## config.mk

```make
export PLATFORM = sky130hd
export DESIGN_NAME = alu_seq_flat
export DESIGN_NICKNAME = d
export VERILOG_FILES = /design/src/rtl/alu_pkg.sv /design/src/rtl/alu_seq_if.sv /design/src/rtl/alu_iter_muldiv.sv /design/src/rtl/alu_seq.sv /design/src/flat_wrapper.sv
export SDC_FILE = /design/constraint.sdc
export NUM_CORES = 1
export LEC_CHECK = 0
export BUFFER_PORTS_ARGS = -buffer_cell sky130_fd_sc_hd__buf_2
export CELL_PAD_IN_SITES_DETAIL_PLACEMENT = 1
export CELL_PAD_IN_SITES_GLOBAL_PLACEMENT = 1
export CORE_MARGIN = 3
export CORE_UTILIZATION = 40
export CTS_CLUSTER_SIZE = 24
export DETAILED_ROUTE_END_ITERATION = 7
export GPL_ROUTABILITY_DRIVEN = 0
export PLACE_DENSITY = 0.71
export SLEW_MARGIN = 0
export SYNTH_ARGS = -nofsm -noshare
export SYNTH_HDL_FRONTEND = slang
export SYNTH_HIERARCHICAL = 1
export SYNTH_SLANG_ARGS = --single-unit
```

## constraint.sdc

```tcl
create_clock -name clk -period 7.8 [get_ports clk]
set_input_delay 1.56 -clock clk [delete_from_list [all_inputs] [get_ports clk]]
set_output_delay 1.56 -clock clk [all_outputs]
set_load 0.01 [all_outputs]
```

## src/rtl/alu_pkg.sv

```systemverilog
// Shared types and constants for the sequential ALU: opcode encoding,
// handshake FSM states and the divide-by-zero result convention.
package alu_pkg;

    typedef enum logic [3:0] {
        OP_ADD   = 4'd0,
        OP_SUB   = 4'd1,
        OP_AND   = 4'd2,
        OP_OR    = 4'd3,
        OP_SLT   = 4'd4,
        OP_XOR   = 4'd5,
        OP_SLTU  = 4'd6,
        OP_SLL   = 4'd7,
        OP_SRL   = 4'd8,
        OP_SRA   = 4'd9,
        OP_MUL   = 4'd10,
        OP_MULHU = 4'd11,
        OP_DIVU  = 4'd12,
        OP_REMU  = 4'd13,
        OP_RSV14 = 4'd14,
        OP_RSV15 = 4'd15
    } alu_op_e;

    typedef enum logic [1:0] {
        ST_IDLE = 2'd0,
        ST_ITER = 2'd1,
        ST_DONE = 2'd2
    } state_e;

    // Quotient of x/0 is every bit set; remainder of x/0 is the dividend itself.
    localparam logic DIV0_QUO_BIT = 1'b1;

    function automatic logic is_muldiv(input alu_op_e op);
        logic r;
        case (op)
            OP_MUL, OP_MULHU, OP_DIVU, OP_REMU: r = 1'b1;
            default:                            r = 1'b0;
        endcase
        return r;
    endfunction

    function automatic logic is_div(input alu_op_e op);
        logic r;
        case (op)
            OP_DIVU, OP_REMU: r = 1'b1;
            default:          r = 1'b0;
        endcase
        return r;
    endfunction

endpackage

```

## src/rtl/alu_seq_if.sv

```systemverilog
// Operand/result handshake bundle between operand fetch, the ALU and writeback.
interface alu_seq_if #(
    parameter int WIDTH = 32
);
    logic             in_valid;
    logic             in_ready;
    logic [WIDTH-1:0] a;
    logic [WIDTH-1:0] b;
    logic [3:0]       alu_op;
    logic             out_valid;
    logic             out_ready;
    logic [WIDTH-1:0] result;
    logic             zero;

    modport master (
        output in_valid, a, b, alu_op, out_ready,
        input  in_ready, out_valid, result, zero
    );

    modport slave (
        input  in_valid, a, b, alu_op, out_ready,
        output in_ready, out_valid, result, zero
    );
endinterface

```

## src/rtl/alu_iter_muldiv.sv

```systemverilog
// Iterative shift-add multiplier / restoring divider, one bit per cycle.
// hi/lo hold {product high, product low} or {remainder, quotient} when done.
module alu_iter_muldiv
    import alu_pkg::*;
#(
    parameter int WIDTH = 32,
    parameter int CNT_W = $clog2(WIDTH) + 1
) (
    input  logic             clk,
    input  logic             rst_n,
    input  logic             start,
    input  logic             div_sel,
    input  logic [WIDTH-1:0] op_a,
    input  logic [WIDTH-1:0] op_b,
    output logic             done,
    output logic [WIDTH-1:0] hi,
    output logic [WIDTH-1:0] lo
);

    logic [WIDTH-1:0] hi_r;
    logic [WIDTH-1:0] lo_r;
    logic [WIDTH-1:0] opb_r;
    logic             div_r;
    logic             busy_r;
    logic [CNT_W-1:0] cnt_r;

    logic [WIDTH:0]   mul_sum_s;
    logic [WIDTH:0]   div_trial_s;
    logic [WIDTH-1:0] hi_nxt_s;
    logic [WIDTH-1:0] lo_nxt_s;
    logic             done_s;

    // One iteration step: multiply shifts the product right, divide shifts the remainder left.
    always_comb begin
        mul_sum_s   = {1'b0, hi_r} + (lo_r[0] ? {1'b0, opb_r} : {(WIDTH+1){1'b0}});
        div_trial_s = {hi_r, lo_r[WIDTH-1]};
        hi_nxt_s    = hi_r;
        lo_nxt_s    = lo_r;
        if (div_r) begin
            if (div_trial_s >= {1'b0, opb_r}) begin
                hi_nxt_s = WIDTH'(div_trial_s - {1'b0, opb_r});
                lo_nxt_s = {lo_r[WIDTH-2:0], 1'b1};
            end else begin
                hi_nxt_s = div_trial_s[WIDTH-1:0];
                lo_nxt_s = {lo_r[WIDTH-2:0], 1'b0};
            end
        end else begin
            hi_nxt_s = mul_sum_s[WIDTH:1];
            lo_nxt_s = {mul_sum_s[0], lo_r[WIDTH-1:1]};
        end
        done_s = busy_r && (cnt_r == CNT_W'(WIDTH - 1));
    end

    // Operand load on start, then WIDTH iteration steps.
    always_ff @(posedge clk or negedge rst_n) begin
        if (!rst_n) begin
            hi_r   <= {WIDTH{1'b0}};
            lo_r   <= {WIDTH{1'b0}};
            opb_r  <= {WIDTH{1'b0}};
            div_r  <= 1'b0;
            busy_r <= 1'b0;
            cnt_r  <= {CNT_W{1'b0}};
        end else if (start) begin
            hi_r   <= {WIDTH{1'b0}};
            lo_r   <= op_a;
            opb_r  <= op_b;
            div_r  <= div_sel;
            busy_r <= 1'b1;
            cnt_r  <= {CNT_W{1'b0}};
        end else if (busy_r) begin
            hi_r   <= hi_nxt_s;
            lo_r   <= lo_nxt_s;
            cnt_r  <= cnt_r + CNT_W'(1);
            busy_r <= !done_s;
        end else begin
            hi_r   <= hi_r;
            lo_r   <= lo_r;
        end
    end

    assign done = done_s;
    assign hi   = hi_r;
    assign lo   = lo_r;

endmodule

```

## src/rtl/alu_seq.sv

```systemverilog
// Handshaked execute-stage ALU: single-cycle ops plus iterative MUL/DIV,
// with result and zero flag registered and held until accepted.
module alu_seq
    import alu_pkg::*;
#(
    parameter int WIDTH = 32
) (
    input  logic     clk,
    input  logic     rst_n,
    alu_seq_if.slave bus
);

    localparam int CNT_W = $clog2(WIDTH) + 1;
    localparam int SH_W  = $clog2(WIDTH);

    state_e           state_r;
    state_e           state_s;
    logic             in_ready_r;
    logic             out_valid_r;
    logic [WIDTH-1:0] result_r;
    logic             zero_r;
    logic [WIDTH-1:0] a_r;
    logic [WIDTH-1:0] b_r;
    alu_op_e          op_r;

    alu_op_e          op_in_s;
    logic             accept_s;
    logic             start_s;
    logic             load_s;
    logic             release_s;
    logic             md_done_s;
    logic [WIDTH-1:0] md_hi_s;
    logic [WIDTH-1:0] md_lo_s;
    logic [SH_W-1:0]  sh_s;
    logic [WIDTH-1:0] single_s;
    logic [WIDTH-1:0] final_s;

    assign op_in_s = alu_op_e'(bus.alu_op);
    assign sh_s    = b_r[SH_W-1:0];

    alu_iter_muldiv #(
        .WIDTH (WIDTH),
        .CNT_W (CNT_W)
    ) u_muldiv (
        .clk     (clk),
        .rst_n   (rst_n),
        .start   (start_s),
        .div_sel (is_div(op_in_s)),
        .op_a    (bus.a),
        .op_b    (bus.b),
        .done    (md_done_s),
        .hi      (md_hi_s),
        .lo      (md_lo_s)
    );

    // Next-state and handshake control; DONE loads the result once, then waits for out_ready.
    always_comb begin
        state_s   = state_r;
        accept_s  = 1'b0;
        start_s   = 1'b0;
        load_s    = 1'b0;
        release_s = 1'b0;
        case (state_r)
            ST_IDLE: begin
                if (bus.in_valid) begin
                    accept_s = 1'b1;
                    if (is_muldiv(op_in_s)) begin
                        start_s = 1'b1;
                        state_s = ST_ITER;
                    end else begin
                        state_s = ST_DONE;
                    end
                end else begin
                    state_s = ST_IDLE;
                end
            end
            ST_ITER: begin
                if (md_done_s) begin
                    state_s = ST_DONE;
                end else begin
                    state_s = ST_ITER;
                end
            end
            ST_DONE: begin
                if (!out_valid_r) begin
                    load_s = 1'b1;
                end else if (bus.out_ready) begin
                    release_s = 1'b1;
                    state_s   = ST_IDLE;
                end else begin
                    state_s = ST_DONE;
                end
            end
            default: state_s = ST_IDLE;
        endcase
    end

    // Single-cycle datapath on the captured operands.
    always_comb begin
        single_s = {WIDTH{1'b0}};
        case (op_r)
            OP_ADD:  single_s = a_r + b_r;
            OP_SUB:  single_s = a_r - b_r;
            OP_AND:  single_s = a_r & b_r;
            OP_OR:   single_s = a_r | b_r;
            OP_XOR:  single_s = a_r ^ b_r;
            OP_SLT:  single_s = {{(WIDTH-1){1'b0}}, ($signed(a_r) < $signed(b_r))};
            OP_SLTU: single_s = {{(WIDTH-1){1'b0}}, (a_r < b_r)};
            OP_SLL:  single_s = a_r << sh_s;
            OP_SRL:  single_s = a_r >> sh_s;
            OP_SRA:  single_s = $unsigned($signed(a_r) >>> sh_s);
            default: single_s = {WIDTH{1'b0}};
        endcase
    end

    // Final result selection, including the divide-by-zero conventions.
    always_comb begin
        final_s = single_s;
        case (op_r)
            OP_MUL:   final_s = md_lo_s;
            OP_MULHU: final_s = md_hi_s;
            OP_DIVU:  final_s = (b_r == {WIDTH{1'b0}}) ? {WIDTH{DIV0_QUO_BIT}} : md_lo_s;
            OP_REMU:  final_s = (b_r == {WIDTH{1'b0}}) ? a_r : md_hi_s;
            default:  final_s = single_s;
        endcase
    end

    // FSM state and in_ready, which is high exactly while idle.
    always_ff @(posedge clk or negedge rst_n) begin
        if (!rst_n) begin
            state_r    <= ST_IDLE;
            in_ready_r <= 1'b1;
        end else begin
            state_r    <= state_s;
            in_ready_r <= (state_s == ST_IDLE);
        end
    end

    // Operand capture on accept; later input changes are ignored.
    always_ff @(posedge clk or negedge rst_n) begin
        if (!rst_n) begin
            a_r  <= {WIDTH{1'b0}};
            b_r  <= {WIDTH{1'b0}};
            op_r <= OP_ADD;
        end else if (accept_s) begin
            a_r  <= bus.a;
            b_r  <= bus.b;
            op_r <= op_in_s;
        end else begin
            a_r  <= a_r;
            b_r  <= b_r;
            op_r <= op_r;
        end
    end

    // Result/zero/out_valid registers, held until the consumer takes them.
    always_ff @(posedge clk or negedge rst_n) begin
        if (!rst_n) begin
            out_valid_r <= 1'b0;
            result_r    <= {WIDTH{1'b0}};
            zero_r      <= 1'b1;
        end else if (load_s) begin
            out_valid_r <= 1'b1;
            result_r    <= final_s;
            zero_r      <= (final_s == {WIDTH{1'b0}});
        end else if (release_s) begin
            out_valid_r <= 1'b0;
        end else begin
            out_valid_r <= out_valid_r;
        end
    end

    assign bus.in_ready  = in_ready_r;
    assign bus.out_valid = out_valid_r;
    assign bus.result    = result_r;
    assign bus.zero      = zero_r;

endmodule

```

## src/flat_wrapper.sv

```systemverilog
// flat-port wrapper written by rule: the top's interface ports become plain ports
module alu_seq_flat import alu_pkg::*;
#(
    parameter int WIDTH = 32
)
  (clk, rst_n, bus_in_valid, bus_a, bus_b, bus_alu_op, bus_out_ready, bus_in_ready, bus_out_valid, bus_result, bus_zero);
  alu_seq_if #(.WIDTH(WIDTH)) bus_i ();
  input  logic clk;
  input  logic rst_n;
  input wire logic [$bits(bus_i.in_valid)-1:0] bus_in_valid;
  input wire logic [$bits(bus_i.a)-1:0] bus_a;
  input wire logic [$bits(bus_i.b)-1:0] bus_b;
  input wire logic [$bits(bus_i.alu_op)-1:0] bus_alu_op;
  input wire logic [$bits(bus_i.out_ready)-1:0] bus_out_ready;
  output wire logic [$bits(bus_i.in_ready)-1:0] bus_in_ready;
  output wire logic [$bits(bus_i.out_valid)-1:0] bus_out_valid;
  output wire logic [$bits(bus_i.result)-1:0] bus_result;
  output wire logic [$bits(bus_i.zero)-1:0] bus_zero;
  assign bus_i.in_valid = bus_in_valid;
  assign bus_i.a = bus_a;
  assign bus_i.b = bus_b;
  assign bus_i.alu_op = bus_alu_op;
  assign bus_i.out_ready = bus_out_ready;
  assign bus_in_ready = bus_i.in_ready;
  assign bus_out_valid = bus_i.out_valid;
  assign bus_result = bus_i.result;
  assign bus_zero = bus_i.zero;
  alu_seq #(.WIDTH(WIDTH)) u_core (.clk(clk), .rst_n(rst_n), .bus(bus_i));
endmodule
```

# Yosys cells after proc, flatten, opt, wreduce, memory -nomap -nowiden

Cells that the tools add are included.

Register bits after elaboration: 209
Bits in latches: 0
Bits in writable memories: 0
ROM bits: 0
Bits of input ports: 72
Word-level logic and storage cells: 98
Memories kept: 0

Add/sub/neg operators: 5
Multiply operators: 0
Divide/modulo/power cells: 0
Magnitude comparators: 3
Equality and inequality tests: 20
Shifts and indexed selects: 3
Multiplexer cells: 39
Bitwise logic cells: 3
Reduce and logical (&&, ||, !) cells: 11

Operators with widths:

| cell                                                                   | number |
|---|---|
| 32-bit two-way mux                                                     | 10 |
| 32-bit one-hot mux with 10 select lines                                | 1 |
| 32-bit one-hot mux with 4 select lines                                 | 1 |
| 32-bit zero test                                                       | 2 |
| 32-bit less-than comparator                                            | 2 |
| 32-bit subtractor                                                      | 2 |
| 4-bit equality test (second input constant)                            | 10 |
| 32-bit by 32-bit adder with 33-bit output                              | 1 |
| 33-bit by 32-bit >= comparator with 1-bit output                       | 1 |
| 32-bit adder                                                           | 1 |
| 32-bit bitwise AND                                                     | 1 |
| 32-bit OR                                                              | 1 |
| 32-bit by 5-bit << shifter with 32-bit output                          | 1 |
| 32-bit by 5-bit >> shifter with 32-bit output                          | 1 |
| 32-bit by 5-bit >>> shifter with 32-bit output                         | 1 |
| 32-bit XOR                                                             | 1 |
| 1-bit two-way mux                                                      | 19 |
| 4-bit by 3-bit equality test with 1-bit output (second input constant) | 4 |
| 6-bit two-way mux                                                      | 2 |
| 2-bit two-way mux                                                      | 5 |
| 4-bit by 2-bit equality test with 1-bit output (second input constant) | 2 |
| 6-bit by 1-bit adder with 6-bit output (second input constant)         | 1 |
| 6-bit by 5-bit equality test with 1-bit output (second input constant) | 1 |
| 2-bit one-hot mux with 3 select lines                                  | 1 |
| 10 further kinds                                                       | 12 |

# Depth between registers and ports, before layout

Depth in word-level cells: 9
Depth in mapped cells: 18

# By module

The synthesis kept the hierarchy.

By module, submodules not included:

| module          | times used | cells each | area each (sq um) | sequential area each (sq um) |
|---|---|---|---|---|
| alu_seq         | 1          | 1859       | 14082.3           | 2630.0 |
| alu_iter_muldiv | 1          | 1093       | 8683.3            | 2602.5 |

# Worst setup path after synthesis

Ideal clock, no wire load.

Path type: reg-to-reg
Start: reg u_core.b_r[3]
End: reg u_core.zero_r (netlist: u_core/bus.zero)
Arrival: 4.129 ns
Required time: 7.703 ns
Path slack: 3.574 ns
Cell stages (with the launch flop): 17
Clock period less this slack: 4.226 ns
Path through: dfrtp_1 > inv_1 > clkbuf_1 > clkbuf_1 > clkbuf_1 > ha_1 > nor2_1 > a221oi_1 > nor3_1 > o211ai_1 > a31oi_1 > a31oi_1 > a2111oi_0 > o32ai_1 > nor4_1 > nand4_1 > o41ai_2

Longest elaborated chain between the ends: 4

RTL lines:

| what                                                                  | line           | RTL |
|---|---|---|
| start: declaration                                                    | alu_seq.sv:23  | `logic [WIDTH-1:0] b_r;` |
| start signal: assignment                                              | alu_seq.sv:143 | `b_r <= {WIDTH{1'b0}};` |
| start signal: assignment                                              | alu_seq.sv:147 | `b_r <= bus.b;` |
| start signal: assignment                                              | alu_seq.sv:151 | `b_r <= b_r;` |
| 32-bit subtractor, or another cell as far along                       | alu_seq.sv:103 | `OP_SUB: single_s = a_r - b_r;` |
| 32-bit one-hot mux with 10 select lines, or another cell as far along | alu_seq.sv:101 | `case (op_r)` |
| 32-bit one-hot mux with 4 select lines (*)                            | alu_seq.sv:119 | `case (op_r)` |
| 32-bit zero test (*)                                                  | alu_seq.sv:165 | `zero_r <= (final_s == {WIDTH{1'b0}});` |
| end signal: assignment                                                | alu_seq.sv:165 |  |
| end: declaration                                                      | alu_seq.sv:21  | `logic zero_r;` |

Mark *: on every way between the ends. The rest lies on a longest branch, timed or not.
A chain may end at the register's enable or synchronous reset.

# Worst setup path in the final report

Start: reg u_core.b_r[0]
End: reg u_core.zero_r (netlist: u_core/bus.zero)

Same word-level chain as after synthesis.

==> reports/metrics.yaml <==
detailed_routing:
  vias_per_cell: 6.95
  wire_per_inst_microns: 30.9
  ant_nets: 0
  vias: 25700
  drc_errors: 2
  dr.pass1.iters: 8
  initialDrtViolationCount: 3736
  wl_microns: 114000
sta:
  tightest_slew_ps: 1170
  period_share: 0.766
  setup_viol: 0
  final-hold-violation-count: 0
  period_minus_slack_ps: 5970
  fin_ws_ps: 1830
  max_freq_mhz: 167
  fin_skew_ps: 18.8
  fin_tns_setup_ps: 0
  timing.slew.headroom: 0.210
  rsz0062_at_grt: "no"
  report.final.slew_viol_count: 0
logic_synthesis:
  ys_seq_area_frac: 0.230
  synth_compound_area_frac: 0.298
  yosysTopAreaCell: "dfrtp_1"
  yosysMostFrequentCell: "nand2_1"
  yosys_warnings: 6
  synth_xor_area_frac: 0.0231
  ys_ff_latch: 209
  syn_inst: 2952
  synth.avg_cell_area_sq_um: 7.71
  synthMuxAreaShare: 0.0996
  yosysUniqueCellTypes: 105
  syn_nets: 3191
  synthDominantCellAreaShare: 0.228
  synth_edf_count: 0
  ys_async_sr_fraction: 1.00
  synthTopCellsByArea: "dfrtp_1, ha_1, o21ai_0, nand2_1, a21oi_1"
  synth_simple_gate_area_frac: 0.195
  syn_area_sq_um: 22800
  synth_commonest_cells: "nand2_1, o21ai_0, a21oi_1, dfrtp_1, nor2_1"
  synth_top_family_by_area: "compound AO/OA/AOI/OAI gates"
  synth_fa_ha_area_frac: 0.0931
  ys.flop_type: "dfrtp_1"
clock_tree:
  cts_made_buffers: 27
  clk_path_buf_depth: 3
  clock-root-buffer: "clkbuf_16"
  post_cts_resized: 0
  clock_sinks: 209
  clk_pin_slew_ps: 60
  htree_levels: 1
  cts_tree: "done"
  clock_latency_ps: 600
  cts_hold_buffers: 0
  post-cts-setup-buffers: 0
finish:
  diodes: 0
  area_delta_synth_final_pct: 8.78
  fin_nets: 3170
  drive_above_1_share: 0.110
floorplanning:
  coreArea_sq_um: 55700
  start_util: 0.408
  chipHeight_microns: 245
  die_w_microns: 245
  dieArea_sq_um: 59800
  placementRows: 86
  ios: 107
worst_setup_path:
  crit_type: "register to register"
  endpoint_kind: "register"
  critPathLaunchType: "register"
  cp_max_fo: 42
  crit_arrival_ps: 6480
  worstPathRequired_ps: 8300
global_routing:
  grt_pass1_vias: 25300
  grt_pass1_wl_microns: 168000
  antenna_found_initial: 1
  grt_max_degree: 138
  grt-ovfl-total: 0
  track_usage: 0.368
placed_design:
  dp_slack_ps: 2030
  dp_hpwl_microns: 85900
  port_buffers: 106
status:
  outcome: "complete, but fails checks"
  violations: "DRC"
min_path:
  holdCritPathClass: "register to register"
job:
  drv_cap: 0
## flip-flops by register name (all words and copies together) (netlist names)
| register | count |
|---|---|
| u_core/u_muldiv/hi | 32 |
| u_core/bus.zero | 1 |
| u_core/bus.out_valid | 1 |
| u_core/u_muldiv/opb_r | 32 |
| u_core/a_r | 32 |
| u_core/b_r | 32 |
| u_core/u_muldiv/cnt_r | 6 |
| u_core/state_r | 2 |
| u_core/bus.result | 32 |
| u_core/op_r | 4 |
| u_core/u_muldiv/busy_r | 1 |
| u_core/bus.in_ready | 1 |
| u_core/u_muldiv/div_r | 1 |
| u_core/u_muldiv/lo | 32 |
## cell usage in the layout, fill, tap and decap left out, types with 52 or more instances in the layout
master and n:
nand2_1 406, o21ai_0 309, a21oi_1 231, nor2_1 201, dfrtp_1 200, ha_1 163
inv_1 141, mux2i_1 108, buf_2 105, nand3_1 63, nor3_1 52
## critical path, cell delays in order, from the launching register on
cell and delay (ps):
dfrtp_4 820, buf_4 640, ha_1 350, o21bai_1 90
a221oi_1 650, nor3_1 270, o211ai_1 360, a31oi_1 360
a21oi_1 430, o221ai_1 160, a21boi_0 550, nand2_1 130
nor4_1 460, nand4_1 280, o41ai_2 270
## through the flow
step / hold slack, ps / instances / utilization / cell area [sq um]
after floorplan: 488 / 2952 / - / 22800
after global placement: 457 / 3650 / 0.428 / 23800
after detailed placement: 462 / 3650 / 0.428 / 23800
after CTS: 477 / 3699 / 0.444 / 24800
after global routing: 500 / 3699 / 0.444 / 24800
final: 469 / 3699 / 0.444 / 24800
## kinds of logic (layout without fill, tap and decap cells)
group / after synthesis / count (layout)
and+or+nand+nor: 954 / 954
DFF: 209 / 209
AOI/OAI and AO/OA: 1034 / 1034
muxes: 177 / 177
adders and majority gates: 167 / 167
xor gates and xnor gates: 60 / 60
buffers and inverters: 351 / 350
## area by class of cell
cell class	instances	area, sq um
clock buffers	38	757
clock inverters	11	178
fillers	6928	31000
inverters	147	552
multi-input cells	2392	16200
flip-flops and latches	209	5240
well taps	748	936
repair buffers	154	913
## final timing paths
path,startpoint,cells past startpoint,end,slack (ps)
max in group asynchronous,rst_n,2,u_core/b_r[0],5470
worst max-delay path,u_core/b_r[0],14,u_core/bus.zero,1830
min in group asynchronous,rst_n,1,u_core/bus.result[7],950
worst min register to register,u_core/bus.result[1],2,u_core/bus.result[1],470
worst max register to register,u_core/b_r[0],14,u_core/bus.zero,1830
worst min-delay path,u_core/bus.result[1],2,u_core/bus.result[1],470
## per-layer routing
layer / global-route usage / wire [microns]
met4: 0.187 / 7570
met1: 0.475 / 44200
met3: 0.0970 / 13200
met2: 0.569 / 49400
met5: 0 / 16
Power is left out: the tool's default activity adds up to more than one toggle a clock period on the data nets, which glitch-free logic cannot reach.
